$ cat src/rtl/alu_issue_ctrl_if.sv
// rtl/alu_issue_ctrl_if.sv - issue, ALU and result signal bundle for alu_issue_ctrl
// Ports (slave = controller view):
//   in_valid/in_ready, instr, pc, rs1_data, rs2_data : instruction issue handshake
//   alu_opcode, alu_op_0, alu_op_1                   : drive to the combinational ALU
//   alu_out, alu_zero, alu_negative                  : ALU return
//   res_valid/res_ready, res_data, res_rd, res_we,
//   res_branch_taken, res_branch_target, res_illegal : result handshake
interface alu_issue_ctrl_if;
  logic        in_valid;
  logic        in_ready;
  logic [31:0] instr;
  logic [31:0] pc;
  logic [31:0] rs1_data;
  logic [31:0] rs2_data;
  logic [2:0]  alu_opcode;
  logic [31:0] alu_op_0;
  logic [31:0] alu_op_1;
  logic [31:0] alu_out;
  logic        alu_zero;
  logic        alu_negative;
  logic        res_valid;
  logic        res_ready;
  logic [31:0] res_data;
  logic [4:0]  res_rd;
  logic        res_we;
  logic        res_branch_taken;
  logic [31:0] res_branch_target;
  logic        res_illegal;

  modport slave (
    input  in_valid, instr, pc, rs1_data, rs2_data,
    input  alu_out, alu_zero, alu_negative, res_ready,
    output in_ready, alu_opcode, alu_op_0, alu_op_1,
    output res_valid, res_data, res_rd, res_we, res_branch_taken, res_branch_target, res_illegal
  );

  modport master (
    output in_valid, instr, pc, rs1_data, rs2_data,
    output alu_out, alu_zero, alu_negative, res_ready,
    input  in_ready, alu_opcode, alu_op_0, alu_op_1,
    input  res_valid, res_data, res_rd, res_we, res_branch_taken, res_branch_target, res_illegal
  );
endinterface

$ cat src/rtl/alu_issue_ctrl.sv
// rtl/alu_issue_ctrl.sv - RV32 decode and settle-timed issue front end for a combinational ALU
// Purpose: accepts one instruction, decodes it to an ALU opcode/operands, holds them for
//   SETTLE_CYCLES, captures the ALU result and presents a writeback or branch decision.
// Ports: clock, reset (asynchronous, active-high), bus (alu_issue_ctrl_if.slave).
module alu_issue_ctrl #(
  parameter int SETTLE_CYCLES = 1
) (
  input  logic            clock,
  input  logic            reset,
  alu_issue_ctrl_if.slave bus
);
  typedef enum logic [1:0] {IDLE, EXEC, DONE} state_t;
  typedef enum logic [2:0] {
    OP_ADD = 3'b000, OP_SUB = 3'b001, OP_AND = 3'b010, OP_OR  = 3'b011,
    OP_XOR = 3'b100, OP_SLL = 3'b101, OP_SRL = 3'b110, OP_SRA = 3'b111
  } alu_op_t;

  localparam logic [3:0] SETTLE_LOAD = 4'(SETTLE_CYCLES - 1);

  state_t      state_q, state_d;
  logic        accept, capture;
  logic        in_ready_q;
  logic [3:0]  cnt_q;

  // Instruction fields
  logic [6:0]  f_opc, f_f7;
  logic [2:0]  f_f3;
  logic [4:0]  f_rd;
  logic        f7_zero, f7_alt;
  logic [31:0] imm_i, imm_b, shamt;
  logic        unused_rs1_idx;

  assign f_opc   = bus.instr[6:0];
  assign f_f3    = bus.instr[14:12];
  assign f_f7    = bus.instr[31:25];
  assign f_rd    = bus.instr[11:7];
  assign f7_zero = (f_f7 == 7'b0000000);
  assign f7_alt  = (f_f7 == 7'b0100000);
  assign imm_i   = {{20{bus.instr[31]}}, bus.instr[31:20]};
  assign imm_b   = {{19{bus.instr[31]}}, bus.instr[31], bus.instr[7], bus.instr[30:25], bus.instr[11:8], 1'b0};
  assign shamt   = {27'd0, bus.instr[24:20]};
  // Register indices arrive already resolved in rs1_data/rs2_data.
  assign unused_rs1_idx = ^bus.instr[19:15];

  // Decode
  alu_op_t     d_op;
  logic        d_legal, d_branch;
  logic [31:0] d_op_1;

  always_comb begin
    d_op     = OP_ADD;
    d_legal  = 1'b0;
    d_branch = 1'b0;
    d_op_1   = bus.rs2_data;
    case (f_opc)
      7'b0110011: begin
        d_legal = 1'b1;
        case (f_f3)
          3'b000: if (f7_zero) d_op = OP_ADD; else if (f7_alt) d_op = OP_SUB; else d_legal = 1'b0;
          3'b001: begin d_op = OP_SLL; d_legal = f7_zero; end
          3'b100: begin d_op = OP_XOR; d_legal = f7_zero; end
          3'b101: if (f7_zero) d_op = OP_SRL; else if (f7_alt) d_op = OP_SRA; else d_legal = 1'b0;
          3'b110: begin d_op = OP_OR;  d_legal = f7_zero; end
          3'b111: begin d_op = OP_AND; d_legal = f7_zero; end
          default: d_legal = 1'b0;
        endcase
      end
      7'b0010011: begin
        d_legal = 1'b1;
        d_op_1  = imm_i;
        case (f_f3)
          3'b000: d_op = OP_ADD;
          3'b100: d_op = OP_XOR;
          3'b110: d_op = OP_OR;
          3'b111: d_op = OP_AND;
          3'b001: begin d_op = OP_SLL; d_op_1 = shamt; d_legal = f7_zero; end
          3'b101: begin
            d_op_1 = shamt;
            if (f7_zero) d_op = OP_SRL; else if (f7_alt) d_op = OP_SRA; else d_legal = 1'b0;
          end
          default: d_legal = 1'b0;
        endcase
      end
      7'b1100011: begin
        // BEQ/BNE/BLT/BGE all have f3[1]=0; BLTU/BGEU and the reserved codes do not.
        d_branch = 1'b1;
        d_op     = OP_SUB;
        d_legal  = ~f_f3[1];
      end
      default: d_legal = 1'b0;
    endcase
  end

  // FSM
  always_ff @(posedge clock or posedge reset) begin
    if (reset) state_q <= IDLE;
    else       state_q <= state_d;
  end

  always_comb begin
    state_d = state_q;
    accept  = 1'b0;
    capture = 1'b0;
    case (state_q)
      IDLE: if (bus.in_valid && in_ready_q) begin accept = 1'b1; state_d = EXEC; end
      EXEC: if (cnt_q == 4'd0) begin capture = 1'b1; state_d = DONE; end
      DONE: if (bus.res_ready) state_d = IDLE;
      default: state_d = IDLE;
    endcase
  end

  // Issue registers
  logic [2:0]  opcode_q;
  logic [31:0] op_0_q, op_1_q, target_q;
  logic [4:0]  rd_q;
  logic        we_q, branch_q, illegal_q, br_lt_q, br_inv_q;

  // Result registers
  logic [31:0] res_data_q, res_target_q;
  logic [4:0]  res_rd_q;
  logic        res_we_q, res_taken_q, res_illegal_q;

  always_ff @(posedge clock or posedge reset) begin
    if (reset) begin
      in_ready_q    <= 1'b0;
      cnt_q         <= 4'd0;
      opcode_q      <= OP_ADD;
      op_0_q        <= 32'd0;
      op_1_q        <= 32'd0;
      target_q      <= 32'd0;
      rd_q          <= 5'd0;
      we_q          <= 1'b0;
      branch_q      <= 1'b0;
      illegal_q     <= 1'b0;
      br_lt_q       <= 1'b0;
      br_inv_q      <= 1'b0;
      res_data_q    <= 32'd0;
      res_target_q  <= 32'd0;
      res_rd_q      <= 5'd0;
      res_we_q      <= 1'b0;
      res_taken_q   <= 1'b0;
      res_illegal_q <= 1'b0;
    end else begin
      // Registered from the next state, so in_ready stays low through the DONE-exit cycle.
      in_ready_q <= (state_d == IDLE);
      if (accept) begin
        cnt_q     <= SETTLE_LOAD;
        // Illegal instructions park the ALU on ADD 0,0.
        opcode_q  <= d_legal ? d_op : OP_ADD;
        op_0_q    <= d_legal ? bus.rs1_data : 32'd0;
        op_1_q    <= d_legal ? d_op_1 : 32'd0;
        we_q      <= d_legal && !d_branch && (f_rd != 5'd0);
        rd_q      <= (d_legal && !d_branch) ? f_rd : 5'd0;
        branch_q  <= d_legal && d_branch;
        illegal_q <= !d_legal;
        target_q  <= (d_legal && d_branch) ? (bus.pc + imm_b) : 32'd0;
        br_lt_q   <= f_f3[2];
        br_inv_q  <= f_f3[0];
      end else if (state_q == EXEC && cnt_q != 4'd0) begin
        cnt_q <= cnt_q - 4'd1;
      end
      if (capture) begin
        res_data_q    <= (illegal_q || branch_q) ? 32'd0 : bus.alu_out;
        res_rd_q      <= rd_q;
        res_we_q      <= we_q;
        // f3[2] selects the sign test (BLT/BGE) over equality; f3[0] inverts (BNE/BGE).
        res_taken_q   <= branch_q && ((br_lt_q ? bus.alu_negative : bus.alu_zero) ^ br_inv_q);
        res_target_q  <= target_q;
        res_illegal_q <= illegal_q;
      end
    end
  end

  assign bus.in_ready          = in_ready_q;
  assign bus.res_valid         = (state_q == DONE);
  assign bus.alu_opcode        = opcode_q;
  assign bus.alu_op_0          = op_0_q;
  assign bus.alu_op_1          = op_1_q;
  assign bus.res_data          = res_data_q;
  assign bus.res_rd            = res_rd_q;
  assign bus.res_we            = res_we_q;
  assign bus.res_branch_taken  = res_taken_q;
  assign bus.res_branch_target = res_target_q;
  assign bus.res_illegal       = res_illegal_q;
endmodule

$ cat src/flat_wrapper.sv
// flat-port wrapper written by rule: the top's interface ports become plain ports
module alu_issue_ctrl_flat 
#(
  parameter int SETTLE_CYCLES = 1
)
  (clock, reset, bus_in_valid, bus_instr, bus_pc, bus_rs1_data, bus_rs2_data, bus_alu_out, bus_alu_zero, bus_alu_negative, bus_res_ready, bus_in_ready, bus_alu_opcode, bus_alu_op_0, bus_alu_op_1, bus_res_valid, bus_res_data, bus_res_rd, bus_res_we, bus_res_branch_taken, bus_res_branch_target, bus_res_illegal);
  alu_issue_ctrl_if bus_i ();
  input  logic clock;
  input  logic reset;
  input wire logic [$bits(bus_i.in_valid)-1:0] bus_in_valid;
  input wire logic [$bits(bus_i.instr)-1:0] bus_instr;
  input wire logic [$bits(bus_i.pc)-1:0] bus_pc;
  input wire logic [$bits(bus_i.rs1_data)-1:0] bus_rs1_data;
  input wire logic [$bits(bus_i.rs2_data)-1:0] bus_rs2_data;
  input wire logic [$bits(bus_i.alu_out)-1:0] bus_alu_out;
  input wire logic [$bits(bus_i.alu_zero)-1:0] bus_alu_zero;
  input wire logic [$bits(bus_i.alu_negative)-1:0] bus_alu_negative;
  input wire logic [$bits(bus_i.res_ready)-1:0] bus_res_ready;
  output wire logic [$bits(bus_i.in_ready)-1:0] bus_in_ready;
  output wire logic [$bits(bus_i.alu_opcode)-1:0] bus_alu_opcode;
  output wire logic [$bits(bus_i.alu_op_0)-1:0] bus_alu_op_0;
  output wire logic [$bits(bus_i.alu_op_1)-1:0] bus_alu_op_1;
  output wire logic [$bits(bus_i.res_valid)-1:0] bus_res_valid;
  output wire logic [$bits(bus_i.res_data)-1:0] bus_res_data;
  output wire logic [$bits(bus_i.res_rd)-1:0] bus_res_rd;
  output wire logic [$bits(bus_i.res_we)-1:0] bus_res_we;
  output wire logic [$bits(bus_i.res_branch_taken)-1:0] bus_res_branch_taken;
  output wire logic [$bits(bus_i.res_branch_target)-1:0] bus_res_branch_target;
  output wire logic [$bits(bus_i.res_illegal)-1:0] bus_res_illegal;
  assign bus_i.in_valid = bus_in_valid;
  assign bus_i.instr = bus_instr;
  assign bus_i.pc = bus_pc;
  assign bus_i.rs1_data = bus_rs1_data;
  assign bus_i.rs2_data = bus_rs2_data;
  assign bus_i.alu_out = bus_alu_out;
  assign bus_i.alu_zero = bus_alu_zero;
  assign bus_i.alu_negative = bus_alu_negative;
  assign bus_i.res_ready = bus_res_ready;
  assign bus_in_ready = bus_i.in_ready;
  assign bus_alu_opcode = bus_i.alu_opcode;
  assign bus_alu_op_0 = bus_i.alu_op_0;
  assign bus_alu_op_1 = bus_i.alu_op_1;
  assign bus_res_valid = bus_i.res_valid;
  assign bus_res_data = bus_i.res_data;
  assign bus_res_rd = bus_i.res_rd;
  assign bus_res_we = bus_i.res_we;
  assign bus_res_branch_taken = bus_i.res_branch_taken;
  assign bus_res_branch_target = bus_i.res_branch_target;
  assign bus_res_illegal = bus_i.res_illegal;
  alu_issue_ctrl #(.SETTLE_CYCLES(SETTLE_CYCLES)) u_core (.clock(clock), .reset(reset), .bus(bus_i));
endmodule
$ cat config.mk
export PLATFORM = sky130hd
export DESIGN_NAME = alu_issue_ctrl_flat
export DESIGN_NICKNAME = d
export VERILOG_FILES = /design/src/rtl/alu_issue_ctrl_if.sv /design/src/rtl/alu_issue_ctrl.sv /design/src/flat_wrapper.sv
export SDC_FILE = /design/constraint.sdc
export NUM_CORES = 1
export LEC_CHECK = 0
export ABC_AREA = 1
export BUFFER_PORTS_ARGS = -buffer_cell sky130_fd_sc_hd__buf_2
export CORE_ASPECT_RATIO = 1.5
export CORE_MARGIN = 2
export CORE_UTILIZATION = 58
export CTS_BUF_LIST = sky130_fd_sc_hd__clkbuf_8
export CTS_CLUSTER_SIZE = 25
export DETAILED_ROUTE_END_ITERATION = 16
export PLACE_DENSITY = 0.89
export SETUP_SLACK_MARGIN = 0.1
export SYNTH_ARGS = -nofsm -noshare
export SYNTH_HDL_FRONTEND = slang
export SYNTH_SLANG_ARGS = --single-unit
export TNS_END_PERCENT = 100
$ cat constraint.sdc
create_clock -name clock -period 20.4 [get_ports clock]
set_clock_uncertainty 0.15 [all_clocks]
set_input_delay 6.12 -clock clock [delete_from_list [all_inputs] [get_ports clock]]
set_output_delay 6.12 -clock clock [all_outputs]
set_load 0.1 [all_outputs]
==> impl_metrics.ini <==
[worst_setup_path]
critical-path-slowest-cell = inv_2
timing.critical_path.fanout_max = 71
cpPeakStageDelay_ns = 0.94
worst_ep_arrival_time_ns = 8.91
worst-endpoint-required_ns = 20.67
cp_cell_sequence = buf_2 -> nand4_1 -> buf_4 -> inv_2 -> nand2_1 -> nor2_1 -> nand2_1 -> nand2_1
end_kind = flop
startpoint_type = input pin
cp_common_cell = nand2_1
worst_setup_path_category = input pin to flop

[placed_design]
dp_hpwl_um = 20800
gp_routability_congestion = 0.912
placed_cell_area_mm2 = 0.0116
buffer_ports.inserted = 301

[logic_synthesis]
synth.ff_latch_count = 188
synthCells = 1394
synth_warnings = 0
synth.yosys.seq_area_share_pct = 46.8
netlist_area_mm2 = 0.0101
synth-edff-count = 0
synth-async-reset-ratio_pct = 100
syn-mean-instance-area_um2 = 7.22
syn_nets = 1592
synthDistinctLibCells = 36
synthFlopType = dfrtp_1

[clock_network]
cts-htree-levels = 4
cts.hold.buffers_added = 0
ctsResizeCount = 0
tritoncts.num_buffers = 17
clock_latency_ns = 0.46
cts_tree = yes
clockBufferDepth = 2
cts_num_sinks = 188
cts_clk_pin_slew_worst_paths_ns = 0.11
clock-root-buffer = clkbuf_8
cts_setup_buffers = 0

[drt]
highest-signal-layer = met4
remaining_drc_errors = 0
drt_wl_total_um = 28000
drt_pre_antenna_iters = 6
viasPerCell = 5.21
route.met2.wl_um = 14200
routed_wire_length_per_instance_um = 14.8
route.layer.met1.wl_um = 11100
detailroute.wirelength.met3_um = 1430
route.antenna.remaining_nets = 0
routed-via-count = 9895
drt_first_iter_violations = 763

[global_routing]
initial_antenna_violation_count = 3
grt_pass1_vias = 9127
maximum_number_of_pins_on_one_net_before_global_route_repair = 121
grt_util_all_layers_pct = 29.5
grt_first_pass_wirelength_um = 43300
globalRoute.totalOverflow = 0

[power_and_ir_drop]
power.internal_mw = 0.653
power.ir.vdd_worst_uv = 148
power.static_leakage_nw = 7.46
net_switching_fraction_of_the_power_pct = 54.5
power_total_mw = 1.43
switchingPower_mw = 0.781
comb_power_share_pct = 49.5
power-per-cell-area_mw_per_mm2 = 119
clock_power_share_pct = 18.0
sequentialPowerShare_pct = 32.5

[layout]
final_cell_area_mm2 = 0.0121
fraction_of_layout_instances_using_a_drive_strength_above_1_pct = 21.5
nets = 1867
area_growth_syn_to_layout_pct = 20.1

[floorplanning]
die_y_um = 165
number_of_rows_created_at_floorplan = 59
design.portCount = 307
floorplan.core_area_mm2 = 0.0172
die_area_mm2 = 0.0184
effective_utilization_at_floorplan_pct = 58.5
die-width_um = 112

[timing]
grt_setup_unrepaired = false
post-route-period-util_pct = 42.4
hold_viol_final = 0
finalSetupViolCount = 0
maxClockFrequency_mhz = 116
slew_headroom_pct = 17.2
worst_slew_pin_slew_ns = 1.24
timing.final.crit_period_ns = 8.64
setup_tns_ns = 0
max_slew_vio_count = 0

[run_status]
outcome = complete, no violations

[flow_run]
drv.max_cap_violation_count = 0

[min_path]
hold_path.class = flop to flop
==> per-layer routing <==
| layer | GRT usage [%] | vias up |
|---|---|---|
| met5 | 0 | - |
| met4 | 15.1 | 0 |
| met3 | 6.17 | 82 |
| met2 | 51.7 | 358 |
| met1 | 34.3 | 4562 |
| li1 | - | 4893 |
==> cells in the mapped netlist (2+ instances only) <==
| cell type | number | area (um2) |
|---|---|---|
| nand2_1 | 610 | 2290 |
| dfrtp_1 | 188 | 4700 |
| inv_1 | 142 | 533 |
| nand3_1 | 130 | 651 |
| nor2_1 | 101 | 379 |
| o21ai_0 | 42 | 210 |
| ha_1 | 31 | 388 |
| a21oi_1 | 25 | 125 |
| clkbuf_1 | 23 | 86.3 |
| buf_2 | 14 | 70.1 |
| o22ai_1 | 11 | 68.8 |
| xnor2_1 | 11 | 96.3 |
| inv_2 | 8 | 30.0 |
| nor3_1 | 7 | 35.0 |
| buf_1 | 6 | 22.5 |
| buf_6 | 5 | 56.3 |
| o31ai_1 | 5 | 37.5 |
| buf_4 | 4 | 30.0 |
| nand4_1 | 4 | 25.0 |
| nand3b_1 | 3 | 22.5 |
| o21bai_1 | 3 | 22.5 |
| xor2_1 | 3 | 26.3 |
| nand2_2 | 2 | 12.5 |
| nor2_2 | 2 | 12.5 |
| nor4_1 | 2 | 12.5 |
| or2_2 | 2 | 12.5 |
==> power by group through the flow <==
stage	clock, mW	sequential [mW]	combinational, mW
final	0.259	0.466	0.709
after global routing	0.277	0.472	0.753
after CTS	0.263	0.465	0.710
after detailed placement	0	0.472	0.709
after global placement	0	0.469	0.699
after floorplan	0	0.840	0.206
==> registers in the layout, indices dropped and copies added (netlist names), 2 cells and up <==
signal and cells:
u_core.target_q 32, u_core.bus.res_branch_target 32, u_core.state_q 2, u_core.bus.alu_op_1 32
u_core.bus.res_data 32, u_core.bus.alu_op_0 32, u_core.cnt_q 4, u_core.rd_q 5
u_core.bus.alu_opcode 3, u_core.bus.res_rd 5
==> critical path: cells and delay by family <==
kind,cells,cell delay [ns]
buffers and inverters,3,1.34
AND/OR/NAND/NOR,5,1.42
==> cells by family after synthesis <==
family	synth area share [%]
compound gates	4.76
xor+xnor	1.22
fa+ha+maj	4.05
buf+inv	8.23
flops	46.8
mux	0.0995
simple gates	34.9
==> final cells by class <==
| type | instances | area [um2] |
|---|---|---|
| clock inverters | 15 | 191 |
| repair buffers | 308 | 1560 |
| well taps | 213 | 267 |
| diodes | 6 | 15.0 |
| fillers | 1443 | 5120 |
| inverters | 150 | 571 |
| multi-input cells | 1004 | 4540 |
| clock buffers | 17 | 234 |
| flip-flops and latches | 188 | 4700 |
==> placed cells by master (no fill, tap or decap), types with 3 or more instances in the layout <==
cell,instances
a21oi_1,25
buf_2,301
buf_4,7
clkbuf_8,17
clkinv_8,3
dfrtp_1,188
diode_2,6
ha_1,31
inv_1,141
inv_2,8
inv_6,3
inv_8,5
nand2_1,610
nand3_1,130
nand3b_1,3
nand4_1,4
nor2_1,99
nor2_2,4
nor3_1,6
o21ai_0,42
o21bai_1,3
o22ai_1,11
o31ai_1,5
xnor2_1,11
xor2_1,3
==> through the flow <==
stage               hold slack (ns)  setup WS [ns]  instances  util (%)
floorplan                     0.284           9.02       1394         -
global placement              0.299          11.29       1863      67.7
detailed placement            0.303          11.27       1863      67.7
CTS                           0.326          11.78       1895      70.1
global route                  0.348          11.53       1896      70.1
finish                        0.324          11.76       1901      70.2
==> final timing paths <==
check | startpoint | endpoint | slack (ns) | cells after the start
setup / recovery | bus_in_valid | u_core.bus.alu_op_1[11]$_DFFE_PP0P_ | 11.76 | 8
hold / removal | u_core.we_q$_DFFE_PP0P_ | u_core.bus.res_we$_DFFE_PP0P_ | 0.32 | 2
setup reg to reg | u_core.state_q[0]$_DFF_PP0_ | u_core.bus.alu_op_1[11]$_DFFE_PP0P_ | 16.97 | 8
hold reg to reg | u_core.we_q$_DFFE_PP0P_ | u_core.bus.res_we$_DFFE_PP0P_ | 0.32 | 2
max in group asynchronous | reset | u_core.bus.res_data[1]$_DFFE_PP0P_ | 13.01 | 3
min in group asynchronous | reset | u_core.bus.alu_op_0[2]$_DFFE_PP0P_ | 5.65 | 2
Power figures use the tool's default switching activity.
